`src/rtl/axil_memtest_pkg.sv`:
```
// Shared types and constants for the AXI-Lite memory tester.
package axil_memtest_pkg;

    typedef enum logic [2:0] {
        IDLE,
        WR_REQ,
        WR_RESP,
        RD_REQ,
        RD_RESP,
        FIN
    } state_t;

    typedef enum logic [1:0] {
        MODE_ADDR  = 2'b00,
        MODE_NADDR = 2'b01,
        MODE_LFSR  = 2'b10,
        MODE_WALK1 = 2'b11
    } mode_t;

    localparam logic [31:0] LFSR_POLY = 32'h8020_0003;
    localparam logic [1:0]  RESP_OKAY = 2'b00;

    // Right-shifting Galois LFSR: the shifted-out bit folds the tap mask back in.
    function automatic logic [31:0] lfsr_step(input logic [31:0] s);
        return (s >> 1) ^ (s[0] ? LFSR_POLY : 32'h0);
    endfunction

endpackage

```
`src/rtl/taxi_axil_if.sv`:
```
// AXI-Lite bundle with initiator and responder views.
interface taxi_axil_if #(
    parameter int ADDR_W = 32,
    parameter int DATA_W = 32
);
    logic [ADDR_W-1:0]   awaddr;
    logic [2:0]          awprot;
    logic                awvalid;
    logic                awready;
    logic [DATA_W-1:0]   wdata;
    logic [DATA_W/8-1:0] wstrb;
    logic                wvalid;
    logic                wready;
    logic [1:0]          bresp;
    logic                bvalid;
    logic                bready;
    logic [ADDR_W-1:0]   araddr;
    logic [2:0]          arprot;
    logic                arvalid;
    logic                arready;
    logic [DATA_W-1:0]   rdata;
    logic [1:0]          rresp;
    logic                rvalid;
    logic                rready;

    modport mst (
        output awaddr, awprot, awvalid, input awready,
        output wdata, wstrb, wvalid, input wready,
        input bresp, bvalid, output bready,
        output araddr, arprot, arvalid, input arready,
        input rdata, rresp, rvalid, output rready
    );

    modport slv (
        input awaddr, awprot, awvalid, output awready,
        input wdata, wstrb, wvalid, output wready,
        output bresp, bvalid, input bready,
        input araddr, arprot, arvalid, output arready,
        output rdata, rresp, rvalid, input rready
    );
endinterface

```
`src/rtl/memtest_pattern_gen.sv`:
```
// Test pattern source shared by the write and read passes; the LFSR register
// always holds the value belonging to the next word that will consume it.
module memtest_pattern_gen
    import axil_memtest_pkg::*;
#(
    parameter int                    ADDR_WIDTH = 32,
    parameter logic [ADDR_WIDTH-1:0] BASE_ADDR  = 32'h4000_0000,
    parameter int                    IDX_WIDTH  = 11
) (
    input  logic                 clk,
    input  logic                 rst_n,
    input  mode_t                mode,
    input  logic [31:0]          seed,
    input  logic                 load,
    input  logic                 step,
    input  logic [IDX_WIDTH-1:0] index,
    output logic [31:0]          data
);

    logic [31:0]           lfsr_q;
    logic [31:0]           seed_nz;
    logic [31:0]           lfsr_cur;
    logic [ADDR_WIDTH-1:0] addr;
    logic [4:0]            bit_pos;

    always_comb begin
        seed_nz  = (seed == 32'h0) ? 32'd1 : seed;
        // On load the word-0 value is needed in the same cycle as the reload.
        lfsr_cur = load ? lfsr_step(seed_nz) : lfsr_q;
        addr     = BASE_ADDR + (ADDR_WIDTH'(index) << 2);
        bit_pos  = 5'(index);
        data     = 32'h0;
        case (mode)
            MODE_ADDR:  data = 32'(addr);
            MODE_NADDR: data = ~32'(addr);
            MODE_LFSR:  data = lfsr_cur;
            MODE_WALK1: data = 32'd1 << bit_pos;
            default:    data = 32'h0;
        endcase
    end

    always_ff @(posedge clk or negedge rst_n) begin
        if (!rst_n) begin
            lfsr_q <= 32'd1;
        end else if (load) begin
            lfsr_q <= lfsr_step(seed_nz);
        end else if (step) begin
            lfsr_q <= lfsr_step(lfsr_q);
        end
    end

endmodule

```
`src/rtl/axil_memtest.sv`:
```
// AXI-Lite memory tester: write pass then read-and-compare pass over
// NUM_WORDS words, one transaction outstanding at a time.
module axil_memtest
    import axil_memtest_pkg::*;
#(
    parameter int                    ADDR_WIDTH = 32,
    parameter int                    DATA_WIDTH = 32,
    parameter logic [ADDR_WIDTH-1:0] BASE_ADDR  = 32'h4000_0000,
    parameter int                    NUM_WORDS  = 1024
) (
    input  logic                  clk,
    input  logic                  rst_n,
    input  logic                  start,
    input  logic [1:0]            mode,
    input  logic [31:0]           seed,
    output logic                  busy,
    output logic                  done,
    output logic                  pass,
    output logic [15:0]           err_count,
    output logic [ADDR_WIDTH-1:0] first_err_addr,
    taxi_axil_if.mst              m_axil
);

    localparam int IDX_WIDTH = $clog2(NUM_WORDS + 1);

    if (DATA_WIDTH != 32) begin : g_width_check
        $error("axil_memtest supports DATA_WIDTH = 32 only");
    end

    state_t                state;
    mode_t                 mode_q;
    logic [31:0]           seed_q;
    logic [IDX_WIDTH-1:0]  word_idx;
    logic                  awvalid_q, wvalid_q, bready_q, arvalid_q, rready_q;
    logic [ADDR_WIDTH-1:0] awaddr_q, araddr_q;
    logic [31:0]           wdata_q;

    logic                  is_idle, start_acc, last;
    logic                  aw_hs, w_hs, b_hs, ar_hs, r_hs, aw_ok, w_ok;
    logic                  b_err, r_err, err_hit;
    logic [15:0]           err_nxt;
    logic [ADDR_WIDTH-1:0] err_addr;
    logic                  gen_load, gen_step;
    logic [IDX_WIDTH-1:0]  gen_index;
    mode_t                 gen_mode;
    logic [31:0]           gen_seed, gen_data;

    function automatic logic [ADDR_WIDTH-1:0] word_addr(input logic [IDX_WIDTH-1:0] idx);
        return BASE_ADDR + (ADDR_WIDTH'(idx) << 2);
    endfunction

    // Valid/ready: a beat transfers on the rising edge where both are high;
    // valids are registered, never retracted before their handshake, and keep
    // address/data stable; each ready is high only in its response state.
    assign m_axil.awaddr  = awaddr_q;
    assign m_axil.awprot  = 3'b000;
    assign m_axil.awvalid = awvalid_q;
    assign m_axil.wdata   = wdata_q;
    assign m_axil.wstrb   = 4'hF;
    assign m_axil.wvalid  = wvalid_q;
    assign m_axil.bready  = bready_q;
    assign m_axil.araddr  = araddr_q;
    assign m_axil.arprot  = 3'b000;
    assign m_axil.arvalid = arvalid_q;
    assign m_axil.rready  = rready_q;

    always_comb begin
        is_idle   = (state == IDLE) || (state == FIN);
        start_acc = is_idle && start;
        last      = (word_idx == IDX_WIDTH'(NUM_WORDS - 1));
        aw_hs     = awvalid_q && m_axil.awready;
        w_hs      = wvalid_q && m_axil.wready;
        aw_ok     = !awvalid_q || m_axil.awready;
        w_ok      = !wvalid_q || m_axil.wready;
        b_hs      = bready_q && m_axil.bvalid;
        ar_hs     = arvalid_q && m_axil.arready;
        r_hs      = rready_q && m_axil.rvalid;
        b_err     = b_hs && (m_axil.bresp != RESP_OKAY);
        r_err     = r_hs && ((m_axil.rresp != RESP_OKAY) || (m_axil.rdata != gen_data));
        err_hit   = b_err || r_err;
        err_nxt   = (err_hit && (err_count != 16'hFFFF)) ? err_count + 16'd1 : err_count;
        err_addr  = b_err ? awaddr_q : araddr_q;

        // Write pass looks one word ahead; read pass checks the current word.
        gen_load  = start_acc || ((state == WR_RESP) && b_hs && last);
        gen_step  = ((state == WR_REQ) && w_hs) || ((state == RD_RESP) && r_hs);
        gen_index = (state == RD_RESP) ? word_idx : (is_idle ? '0 : word_idx + 1'b1);
        gen_mode  = is_idle ? mode_t'(mode) : mode_q;
        gen_seed  = is_idle ? seed : seed_q;
    end

    memtest_pattern_gen #(
        .ADDR_WIDTH (ADDR_WIDTH),
        .BASE_ADDR  (BASE_ADDR),
        .IDX_WIDTH  (IDX_WIDTH)
    ) u_pattern_gen (
        .clk   (clk),
        .rst_n (rst_n),
        .mode  (gen_mode),
        .seed  (gen_seed),
        .load  (gen_load),
        .step  (gen_step),
        .index (gen_index),
        .data  (gen_data)
    );

    always_ff @(posedge clk or negedge rst_n) begin
        if (!rst_n) begin
            state          <= IDLE;
            mode_q         <= MODE_ADDR;
            seed_q         <= 32'h0;
            word_idx       <= '0;
            awvalid_q      <= 1'b0;
            wvalid_q       <= 1'b0;
            bready_q       <= 1'b0;
            arvalid_q      <= 1'b0;
            rready_q       <= 1'b0;
            awaddr_q       <= '0;
            araddr_q       <= '0;
            wdata_q        <= 32'h0;
            busy           <= 1'b0;
            done           <= 1'b0;
            pass           <= 1'b0;
            err_count      <= 16'h0;
            first_err_addr <= '0;
        end else begin
            err_count <= err_nxt;
            if (err_hit && (err_count == 16'h0)) begin
                first_err_addr <= err_addr;
            end

            case (state)
                IDLE, FIN: begin
                    if (start) begin
                        mode_q         <= mode_t'(mode);
                        seed_q         <= seed;
                        word_idx       <= '0;
                        awaddr_q       <= BASE_ADDR;
                        wdata_q        <= gen_data;
                        awvalid_q      <= 1'b1;
                        wvalid_q       <= 1'b1;
                        busy           <= 1'b1;
                        done           <= 1'b0;
                        pass           <= 1'b0;
                        err_count      <= 16'h0;
                        first_err_addr <= '0;
                        state          <= WR_REQ;
                    end
                end
                WR_REQ: begin
                    if (aw_hs) awvalid_q <= 1'b0;
                    if (w_hs) wvalid_q <= 1'b0;
                    if (aw_ok && w_ok) begin
                        bready_q <= 1'b1;
                        state    <= WR_RESP;
                    end
                end
                WR_RESP: begin
                    if (b_hs) begin
                        bready_q <= 1'b0;
                        if (last) begin
                            word_idx  <= '0;
                            araddr_q  <= BASE_ADDR;
                            arvalid_q <= 1'b1;
                            state     <= RD_REQ;
                        end else begin
                            word_idx  <= word_idx + 1'b1;
                            awaddr_q  <= word_addr(word_idx + 1'b1);
                            wdata_q   <= gen_data;
                            awvalid_q <= 1'b1;
                            wvalid_q  <= 1'b1;
                            state     <= WR_REQ;
                        end
                    end
                end
                RD_REQ: begin
                    if (ar_hs) begin
                        arvalid_q <= 1'b0;
                        rready_q  <= 1'b1;
                        state     <= RD_RESP;
                    end
                end
                RD_RESP: begin
                    if (r_hs) begin
                        rready_q <= 1'b0;
                        if (last) begin
                            busy  <= 1'b0;
                            done  <= 1'b1;
                            pass  <= (err_nxt == 16'h0);
                            state <= FIN;
                        end else begin
                            word_idx  <= word_idx + 1'b1;
                            araddr_q  <= word_addr(word_idx + 1'b1);
                            arvalid_q <= 1'b1;
                            state     <= RD_REQ;
                        end
                    end
                end
                default: state <= IDLE;
            endcase
        end
    end

endmodule

```
`src/flat_wrapper.sv`:
```
// flat-port wrapper written by rule: the top's interface ports become plain ports
module axil_memtest_flat import axil_memtest_pkg::*;
#(
    parameter int                    ADDR_WIDTH = 32,
    parameter int                    DATA_WIDTH = 32,
    parameter logic [ADDR_WIDTH-1:0] BASE_ADDR  = 32'h4000_0000,
    parameter int                    NUM_WORDS  = 1024
)
  (clk, rst_n, start, mode, seed, busy, done, pass, err_count, first_err_addr, m_axil_awaddr, m_axil_awprot, m_axil_awvalid, m_axil_awready, m_axil_wdata, m_axil_wstrb, m_axil_wvalid, m_axil_wready, m_axil_bresp, m_axil_bvalid, m_axil_bready, m_axil_araddr, m_axil_arprot, m_axil_arvalid, m_axil_arready, m_axil_rdata, m_axil_rresp, m_axil_rvalid, m_axil_rready);
  taxi_axil_if #(.ADDR_W(32), .DATA_W(32)) m_axil_i ();
  input  logic clk;
  input  logic rst_n;
  input  logic start;
  input  logic [1:0] mode;
  input  logic [31:0] seed;
  output logic busy;
  output logic done;
  output logic pass;
  output logic [15:0] err_count;
  output logic [ADDR_WIDTH-1:0] first_err_addr;
  output wire logic [$bits(m_axil_i.awaddr)-1:0] m_axil_awaddr;
  output wire logic [$bits(m_axil_i.awprot)-1:0] m_axil_awprot;
  output wire logic [$bits(m_axil_i.awvalid)-1:0] m_axil_awvalid;
  input wire logic [$bits(m_axil_i.awready)-1:0] m_axil_awready;
  output wire logic [$bits(m_axil_i.wdata)-1:0] m_axil_wdata;
  output wire logic [$bits(m_axil_i.wstrb)-1:0] m_axil_wstrb;
  output wire logic [$bits(m_axil_i.wvalid)-1:0] m_axil_wvalid;
  input wire logic [$bits(m_axil_i.wready)-1:0] m_axil_wready;
  input wire logic [$bits(m_axil_i.bresp)-1:0] m_axil_bresp;
  input wire logic [$bits(m_axil_i.bvalid)-1:0] m_axil_bvalid;
  output wire logic [$bits(m_axil_i.bready)-1:0] m_axil_bready;
  output wire logic [$bits(m_axil_i.araddr)-1:0] m_axil_araddr;
  output wire logic [$bits(m_axil_i.arprot)-1:0] m_axil_arprot;
  output wire logic [$bits(m_axil_i.arvalid)-1:0] m_axil_arvalid;
  input wire logic [$bits(m_axil_i.arready)-1:0] m_axil_arready;
  input wire logic [$bits(m_axil_i.rdata)-1:0] m_axil_rdata;
  input wire logic [$bits(m_axil_i.rresp)-1:0] m_axil_rresp;
  input wire logic [$bits(m_axil_i.rvalid)-1:0] m_axil_rvalid;
  output wire logic [$bits(m_axil_i.rready)-1:0] m_axil_rready;
  assign m_axil_awaddr = m_axil_i.awaddr;
  assign m_axil_awprot = m_axil_i.awprot;
  assign m_axil_awvalid = m_axil_i.awvalid;
  assign m_axil_i.awready = m_axil_awready;
  assign m_axil_wdata = m_axil_i.wdata;
  assign m_axil_wstrb = m_axil_i.wstrb;
  assign m_axil_wvalid = m_axil_i.wvalid;
  assign m_axil_i.wready = m_axil_wready;
  assign m_axil_i.bresp = m_axil_bresp;
  assign m_axil_i.bvalid = m_axil_bvalid;
  assign m_axil_bready = m_axil_i.bready;
  assign m_axil_araddr = m_axil_i.araddr;
  assign m_axil_arprot = m_axil_i.arprot;
  assign m_axil_arvalid = m_axil_i.arvalid;
  assign m_axil_i.arready = m_axil_arready;
  assign m_axil_i.rdata = m_axil_rdata;
  assign m_axil_i.rresp = m_axil_rresp;
  assign m_axil_i.rvalid = m_axil_rvalid;
  assign m_axil_rready = m_axil_i.rready;
  axil_memtest #(.ADDR_WIDTH(ADDR_WIDTH), .DATA_WIDTH(DATA_WIDTH), .BASE_ADDR(BASE_ADDR), .NUM_WORDS(NUM_WORDS)) u_core (.clk(clk), .rst_n(rst_n), .start(start), .mode(mode), .seed(seed), .busy(busy), .done(done), .pass(pass), .err_count(err_count), .first_err_addr(first_err_addr), .m_axil(m_axil_i));
endmodule
```
`config.mk`:
```
export PLATFORM = sky130hd
export DESIGN_NAME = axil_memtest_flat
export DESIGN_NICKNAME = d
export VERILOG_FILES = /design/src/rtl/axil_memtest_pkg.sv /design/src/rtl/taxi_axil_if.sv /design/src/rtl/memtest_pattern_gen.sv /design/src/rtl/axil_memtest.sv /design/src/flat_wrapper.sv
export SDC_FILE = /design/constraint.sdc
export NUM_CORES = 1
export LEC_CHECK = 0
export ABC_CLOCK_PERIOD_IN_PS = 11900
export BUFFER_PORTS_ARGS = -buffer_cell sky130_fd_sc_hd__buf_4
export CAP_MARGIN = 10
export CORE_ASPECT_RATIO = 1.75
export CORE_MARGIN = 2
export CORE_UTILIZATION = 50
export CTS_BUF_LIST = sky130_fd_sc_hd__clkbuf_4 sky130_fd_sc_hd__clkbuf_8
export DETAILED_ROUTE_END_ITERATION = 8
export MAX_ROUTING_LAYER = met4
export PLACE_DENSITY_LB_ADDON = 0.25
export SLEW_MARGIN = 20
export SYNTH_ARGS = -nofsm -noshare
export SYNTH_HDL_FRONTEND = slang
export SYNTH_SLANG_ARGS = --single-unit
```
`constraint.sdc`:
```
create_clock -name clk -period 11.9 [get_ports clk]
set_input_delay 0.595 -clock clk [delete_from_list [all_inputs] [get_ports clk]]
set_output_delay 0.595 -clock clk [all_outputs]
set_load 0.005 [all_outputs]
```
---- Yosys cells after proc, flatten, opt, wreduce, memory -nomap -nowiden ----
Cells that the tools add are included.
cells by class
  $add $sub $neg .......................... 4
  eq/ne operators ......................... 22
  shifts and indexed selects .............. 1
  mux-type cells .......................... 71
  bitwise operators ....................... 3
  reductions and logical operators ........ 52
operators by type and width
  kind                                                    number
  2-to-1 mux 32 bit                                       20
  one-hot mux 32 bit (2 select lines)                     3
  one-hot mux 32 bit (4 select lines)                     1
  2-to-1 mux 11 bit                                       7
  adder 31 x 13 -> 32 bit (first input constant)          2
  bitwise XOR 31 x 32 -> 32 bit                           2
  2-to-1 mux 16 bit                                       3
  one-hot mux 11 bit (3 select lines)                     1
  zero test 16 bit                                        2
  zero test 32 bit                                        1
  inequality test 32 bit                                  1
  NOT 32 bit                                              1
  << shifter 1 x 5 -> 32 bit (first input constant)       1
  AND reduction 5 bit                                     5
  2-to-1 mux 1 bit                                        19
  2-to-1 mux 3 bit                                        6
  adder 16 x 1 -> 16 bit (second input constant)          1
  inequality test 16 bit (second input constant)          1
  nonzero test 2 bit                                      8
  logical AND 1 bit                                       15
  one-hot mux 3 bit (5 select lines)                      1
  inequality test 2 x 1 -> 1 bit (second input constant)  7
  adder 11 x 1 -> 11 bit (second input constant)          1
  equality test 11 x 10 -> 1 bit (second input constant)  1
  other kinds (19)                                        43
storage, ports and cells
  register bits ........................... 232
  input port bits ......................... 78

---- Longest topological paths before layout ----
  word-level depth ........................ 19
  gate-level depth with buffers ........... 18
  depth with buffers taken out ............ 15

---- Modules after synthesis ----
A second synthesis with hierarchy kept.
unflattened totals
  cell total of the unflattened synthesis .. 1224
  area, all modules ....................... 11073.1 um^2
modules (own cells, without submodules)
  module               instances  cells an instance  area an instance (um^2)  sequential area each (um^2)
  axil_memtest         1          854                8311.7                   4003.8
  memtest_pattern_gen  1          370                2761.4                   802.0

---- Least setup slack after synthesis ----
OpenSTA, ideal clock, no wires.
  path kind ............................... register -> register
  from .................................... register u_core.word_idx[1]
  to ...................................... register u_core.pass
  data arrival time ....................... 3960 ps
  setup slack ............................. 7815 ps
  cell stages (with the launch flop) ...... 16
  buffers on the path ..................... 0
  path through ............................ dfrtp_1 -> ha_1 -> and3_1 -> o21ai_1 -> a222oi_1 -> nand2_2 -> and4_1 -> a221o_1 -> a2111oi_2 -> nand4_1 -> o31ai_4 -> a21oi_2 -> and4_4 -> and3_1 -> o2111ai_1 -> o21ai_1
on the way
  cells in the longest elaborated chain, start to end .. 16
RTL lines
  element                              line                       text
  from (decl)                          axil_memtest.sv:33         logic [IDX_WIDTH-1:0] word_idx;
  from (signal assigned)               axil_memtest.sv:167        word_idx <= word_idx + 1'b1;
  from (signal assigned)               axil_memtest.sv:192        word_idx <= word_idx + 1'b1;
  adder 11 x 1 -> 11 bit               axil_memtest.sv:87         gen_index = (state == RD_RESP) ? word_idx : (is_idle ? '0 : word_idx + 1'b1);
  2-to-1 mux 11 bit (2 in a row)       axil_memtest.sv:87
  adder 31 x 13 -> 32 bit              memtest_pattern_gen.sv:30  addr = BASE_ADDR + (ADDR_WIDTH'(index) << 2);
  NOT 32 bit                           memtest_pattern_gen.sv:35  MODE_NADDR: data = ~32'(addr);
  one-hot mux 32 bit (4 select lines)  memtest_pattern_gen.sv:33  case (mode)
  inequality test 32 bit               axil_memtest.sv:79         r_err = r_hs && ((m_axil.rresp != RESP_OKAY) || (m_axil.rdata != gen_data));
  logical OR 1 bit                     axil_memtest.sv:79
  logical AND 1 bit                    axil_memtest.sv:79
  logical OR 1 bit                     axil_memtest.sv:80         err_hit = b_err || r_err;
  logical AND 1 bit                    axil_memtest.sv:81         err_nxt = (err_hit && (err_count != 16'hFFFF)) ? err_count + 16'd1 : err_count;
  2-to-1 mux 16 bit                    axil_memtest.sv:81
  zero test 16 bit                     axil_memtest.sv:189        pass <= (err_nxt == 16'h0);
  2-to-1 mux 1 bit                     axil_memtest.sv:186        if (last) begin
  2-to-1 mux 1 bit                     axil_memtest.sv:184        if (r_hs) begin
  one-hot mux 1 bit (2 select lines)   axil_memtest.sv:132        case (state)
  to (signal assigned)                 axil_memtest.sv:189
  to (decl)                            axil_memtest.sv:18         output logic pass,
Several ways; a longest one is shown, not always the timed one. The select of a mux whose other input is x is not followed.
A chain may end at the register's enable or synchronous reset.

---- Worst setup path after layout ----
  from .................................... register u_core.state[2]
  to ...................................... register u_core.first_err_addr[25]
on the way
  cells in the longest elaborated chain, start to end .. 17
RTL lines
  element                                                           line                 text
  from (decl)                                                       axil_memtest.sv:30   state_t state;
  from (signal assigned)                                            axil_memtest.sv:109  state <= IDLE;
  from (signal assigned)                                            axil_memtest.sv:147  state <= WR_REQ;
  from (signal assigned)                                            axil_memtest.sv:155  state <= WR_RESP;
  branches (longest 16 deep; another with adder 31 x 13 -> 32 bit)  --
  2-to-1 mux 32 bit *                                               axil_memtest.sv:132
  to (signal assigned)                                              axil_memtest.sv:129  first_err_addr <= err_addr;
  to (decl)                                                         axil_memtest.sv:20   output logic [ADDR_WIDTH-1:0] first_err_addr,
Mark *: on every way between the ends.

==> run summary <==
The final period utilization is 53.7%. Traced cell by cell, the critical path runs through xnor2_2 -> buf_4 -> and2_2 -> buf_4 -> o22a_1 -> nor3_1 -> a211oi_1 -> xnor2_1 -> nor4_1 -> nand4_1 -> o31ai_4 -> a21oi_2 -> nor2_1 -> and2_1. For the total die area, the log shows 25300 µm². Compared with the post-synthesis result, the final layout area differs by 15.3%. The actual slew at the worst max-slew pin was 1.03 ns. The worst setup slack after placement was 5.51 ns. The tools report the number of buffers added by the clock tree synthesis step as 17.

The via count of the first global-routing pass is 11100, and the post-synthesis async set-or-reset flop share is 100%. After clock tree synthesis, the repair step resized 0 gates. The iteration-0 DRC count of the detailed router came out at 1094. The count of state elements after synthesis came out at 192.

Across all layers, the routed design uses 11400 vias. The die is 209 µm tall. In the final routed layout, each cell accounts on average for 22.2 µm. The floorplan die width is 121 µm, and the overall fraction of global-route tracks in use is 33.6%. For the top-level port count, the log shows 240.

Buffers inserted to repair hold after CTS numbered 0. The shortest period the worst path allows came out at 6.39 ns. Via count normalized by instance count: 6.18.

The critical path in this run is classified as flip-flop to flip-flop. The worst clock skew is 0.0155 ns, and the max-cap check violation count is 0. The number of diodes was 0. The logs give 1.01 for the last weighted congestion value of the routability-driven placer and 0 for the post-CTS repair timing setup buffer count. The longest clock path from root to sink contains 2 buffers.

The H-tree depth reported by CTS is 4, and the detailed-router iteration count before antenna repair is 5. For the top achievable clock speed, the log shows 157 MHz. The number of antenna violations at the first check in global routing is 0, and the final hold violation count is 0. The run gives 0 as the count of pins over their slew limit.

For this block, the routed nets add up to 41100 µm of wire. The run gives 63000 µm as the wire length of the first global-routing pass. The cell count after synthesis came out at 1408.

Leaving out filler cells and counting taps, the final layout contains 1850. The cell row count was 75. Half-perimeter wire length of the detailed placement result: 31600 µm. Cells with a size suffix above 1 make up 18.4% of the layout. The average cell area after synthesis is 8.51 µm². The largest incremental delay on the critical path was 0.95 ns. The cell leakage power came out at 6.29 nW. The power density over the cells was 253 nW/µm².

The effective utilization at floorplan was 50.4%; the sequential element share of the synthesized area was 40.1%. The run gives 0 as the final routed DRC violation total. The worst setup path is launched from a flip-flop.

The synthesized design contains 0 enable-type register cells. For this design, the slowest cell found on the critical path is dfrtp_1. Adding up every negative setup slack in the final design gives 0 ns. By instance count, the cell type seen most on the critical path is buf_4.

The run gives 1611 as the final-stage net count. For the core footprint, the log shows 23700 µm². Of all nets on the critical path, the largest fanout is 54. TritonCTS built the clock tree. In this run, distinct cell masters in the synthesized netlist total 87.

The logs give 2218 for the count of fill cells added during filler insertion and 0 for the aggregate global routing overflow. For the worst setup path, the data required time is 12.34 ns. In the layout the commonest cells are 232 x nand2_1, 204 x buf_4, 190 x dfrtp_1. IR analysis of the VDD net gives a maximum drop of 0.158 mV.

The worst path meets setup with 5.51 ns of slack. The most frequent standard cell in the layout excluding fill and tap cells is nand2_1. STA classifies the critical path endpoint as a flip-flop.

The insertion delay to the later sink of the worst-skew pair was 0.51 ns; the pin count of the biggest net entering global routing was 74. The clock-pin slew on the worst setup and hold paths was 0.10 ns; the CTS sink count was 192. For the worst path arrival time, the log shows 6.82 ns. The Yosys step of the flow raised 0 warnings. Buffer cell driving the clock tree root: clkbuf_8. For this run, the leading register cell type out of synthesis is dfrtp_1. Headroom to the max-slew limit came out at 29.1%. The detail route stage leaves a number of antenna-violating nets equal to 0. The logs give 1819 for the cell count after placement and 12000 µm² for the synthesized area.

Setup violations remaining at the end of the flow were counted as 0. Setup repair after global routing left no endpoint under its margin. The number of buffers inserted by port buffering works out to 189.

The type of the worst min-delay path was primary input to async pin. The flow ran to the end, and the final reports show no timing, DRC or antenna violations.
-- metal layers --
layer,part of all wire (%),global-route usage (%),vias to the layer above,routed length [µm]
met5,0,-,-,0
met4,7.7,23.3,0,3150
met3,5.6,5.13,161,2320
met2,52,58.0,566,21600
met1,34,34.3,5484,14100
li1,-,-,5218,-
-- synthesized netlist by cell type (all sizes together) (6+ instances only) --
master | instances | area [µm²]
o2111ai | 12 | 105
nand4 | 22 | 138
inv | 26 | 97.6
and4 | 7 | 63.8
nand2 | 233 | 877
nor3 | 52 | 260
nor2 | 106 | 398
a21boi | 21 | 158
clkbuf | 75 | 283
o22a | 9 | 78.8
or2 | 9 | 56.3
a211oi | 13 | 97.6
o21a | 8 | 60.1
o22ai | 27 | 169
o21ai | 57 | 285
a22oi | 10 | 75.1
buf | 76 | 493
a21oi | 59 | 299
mux2 | 17 | 191
dfrtp | 191 | 4780
nand3 | 25 | 125
and2 | 27 | 169
nand2b | 8 | 50.1
or3 | 8 | 50.1
mux2i | 43 | 430
a31oi | 12 | 75.1
and3 | 15 | 98.8
xnor2 | 32 | 280
o31ai | 19 | 156
a21o | 6 | 45.0
xor2 | 28 | 253
nor2b | 6 | 37.5
o221ai | 15 | 131
nor4 | 35 | 219
o211ai | 20 | 150
-- worst max-delay path: cells and delay by family, from the launching register on --
| kind | cells | cell delay, ns |
|---|---|---|
| AO/OA/AOI/OAI | 4 | 1.56 |
| XOR/XNOR | 2 | 0.36 |
| buffers and inverters | 2 | 0.96 |
| flip-flops | 1 | 0.95 |
| AND/OR/NAND/NOR | 6 | 2.43 |
-- power by group --
group / leakage [nW] / internal (mW) / switching [mW]
logic: 3.64 / 0.702 / 1.27
clock network: 0.216 / 0.246 / 0.234
registers: 2.43 / 0.854 / 0.197
total: 6.29 / 1.80 / 1.70
-- sequential cells by signal, summed over array words and instances, names as in the netlist --
name	cells
u_core.m_axil.wvalid	1
u_core.m_axil.araddr	12
u_core.word_idx	11
u_core.mode_q	2
u_core.m_axil.arvalid	1
u_core.busy	1
u_core.m_axil.rready	1
u_core.m_axil.awvalid	1
u_core.seed_q	32
u_core.m_axil.awaddr	12
u_core.pass	1
u_core.m_axil.bready	1
u_core.first_err_addr	32
u_core.err_count	16
u_core.u_pattern_gen.lfsr_q	32
u_core.done	1
u_core.m_axil.wdata	32
u_core.state	3
-- cell type report --
type	instances	area (µm²)	area share, %
Clock buffer	22	284	2.06
Clock inverter	9	156	1.13
Inverter	26	97.6	0.707
Multi-Input combinational cell	1087	6520	47.2
Sequential cell	192	4810	34.8
Tap cell	308	385	2.79
Timing Repair Buffer	206	1560	11.3
-- final timing paths --
kind | startpoint | end | slack [ns] | depth (start not counted)
setup / recovery | u_core.state[2]$_DFFE_PN0P_ | u_core.first_err_addr[25]$_DFF_PN0_ | 5.51 | 14
hold / removal | rst_n | u_core.err_count[13]$_DFF_PN0_ | 0.07 | 1
setup reg to reg | u_core.state[2]$_DFFE_PN0P_ | u_core.first_err_addr[25]$_DFF_PN0_ | 5.51 | 14
hold reg to reg | u_core.m_axil.wdata[3]$_DFFE_PN0P_ | u_core.m_axil.wdata[3]$_DFFE_PN0P_ | 0.49 | 2
max in group asynchronous | rst_n | u_core.seed_q[2]$_DFFE_PN0P_ | 10.47 | 2
min in group clk | m_axil_awready | u_core.m_axil.awvalid$_DFFE_PN0P_ | 0.27 | 2
-- cells by family (layout without fill, tap and decap cells) --
logic type / after synthesis / after routing / share of synthesized area (%)
multiplexers: 60 / 60 / 5.19
AO/OA/AOI/OAI: 340 / 340 / 19.8
other: 2 / 50 / 0.0627
XOR/XNOR: 60 / 60 / 4.45
adder cells (fa/ha/maj): 3 / 3 / 0.313
buffers and inverters: 177 / 263 / 7.29
flip-flops: 192 / 192 / 40.1
AND/OR/NAND/NOR: 574 / 574 / 22.8
-- through the flow --
stage	util [%]	hold WS, ns	area, µm²	total power [mW]
2_1_floorplan	-	0.299	12200	2.30
3_3_place_gp	56.2	0.461	13400	2.97
4_1_cts	58.1	0.0604	13800	3.47
6_report	58.2	0.0707	13800	3.50
5_1_grt	58.2	0.0874	13800	3.71
3_5_place_dp	56.3	0.472	13400	2.98
(Power assumes the default switching activity.)
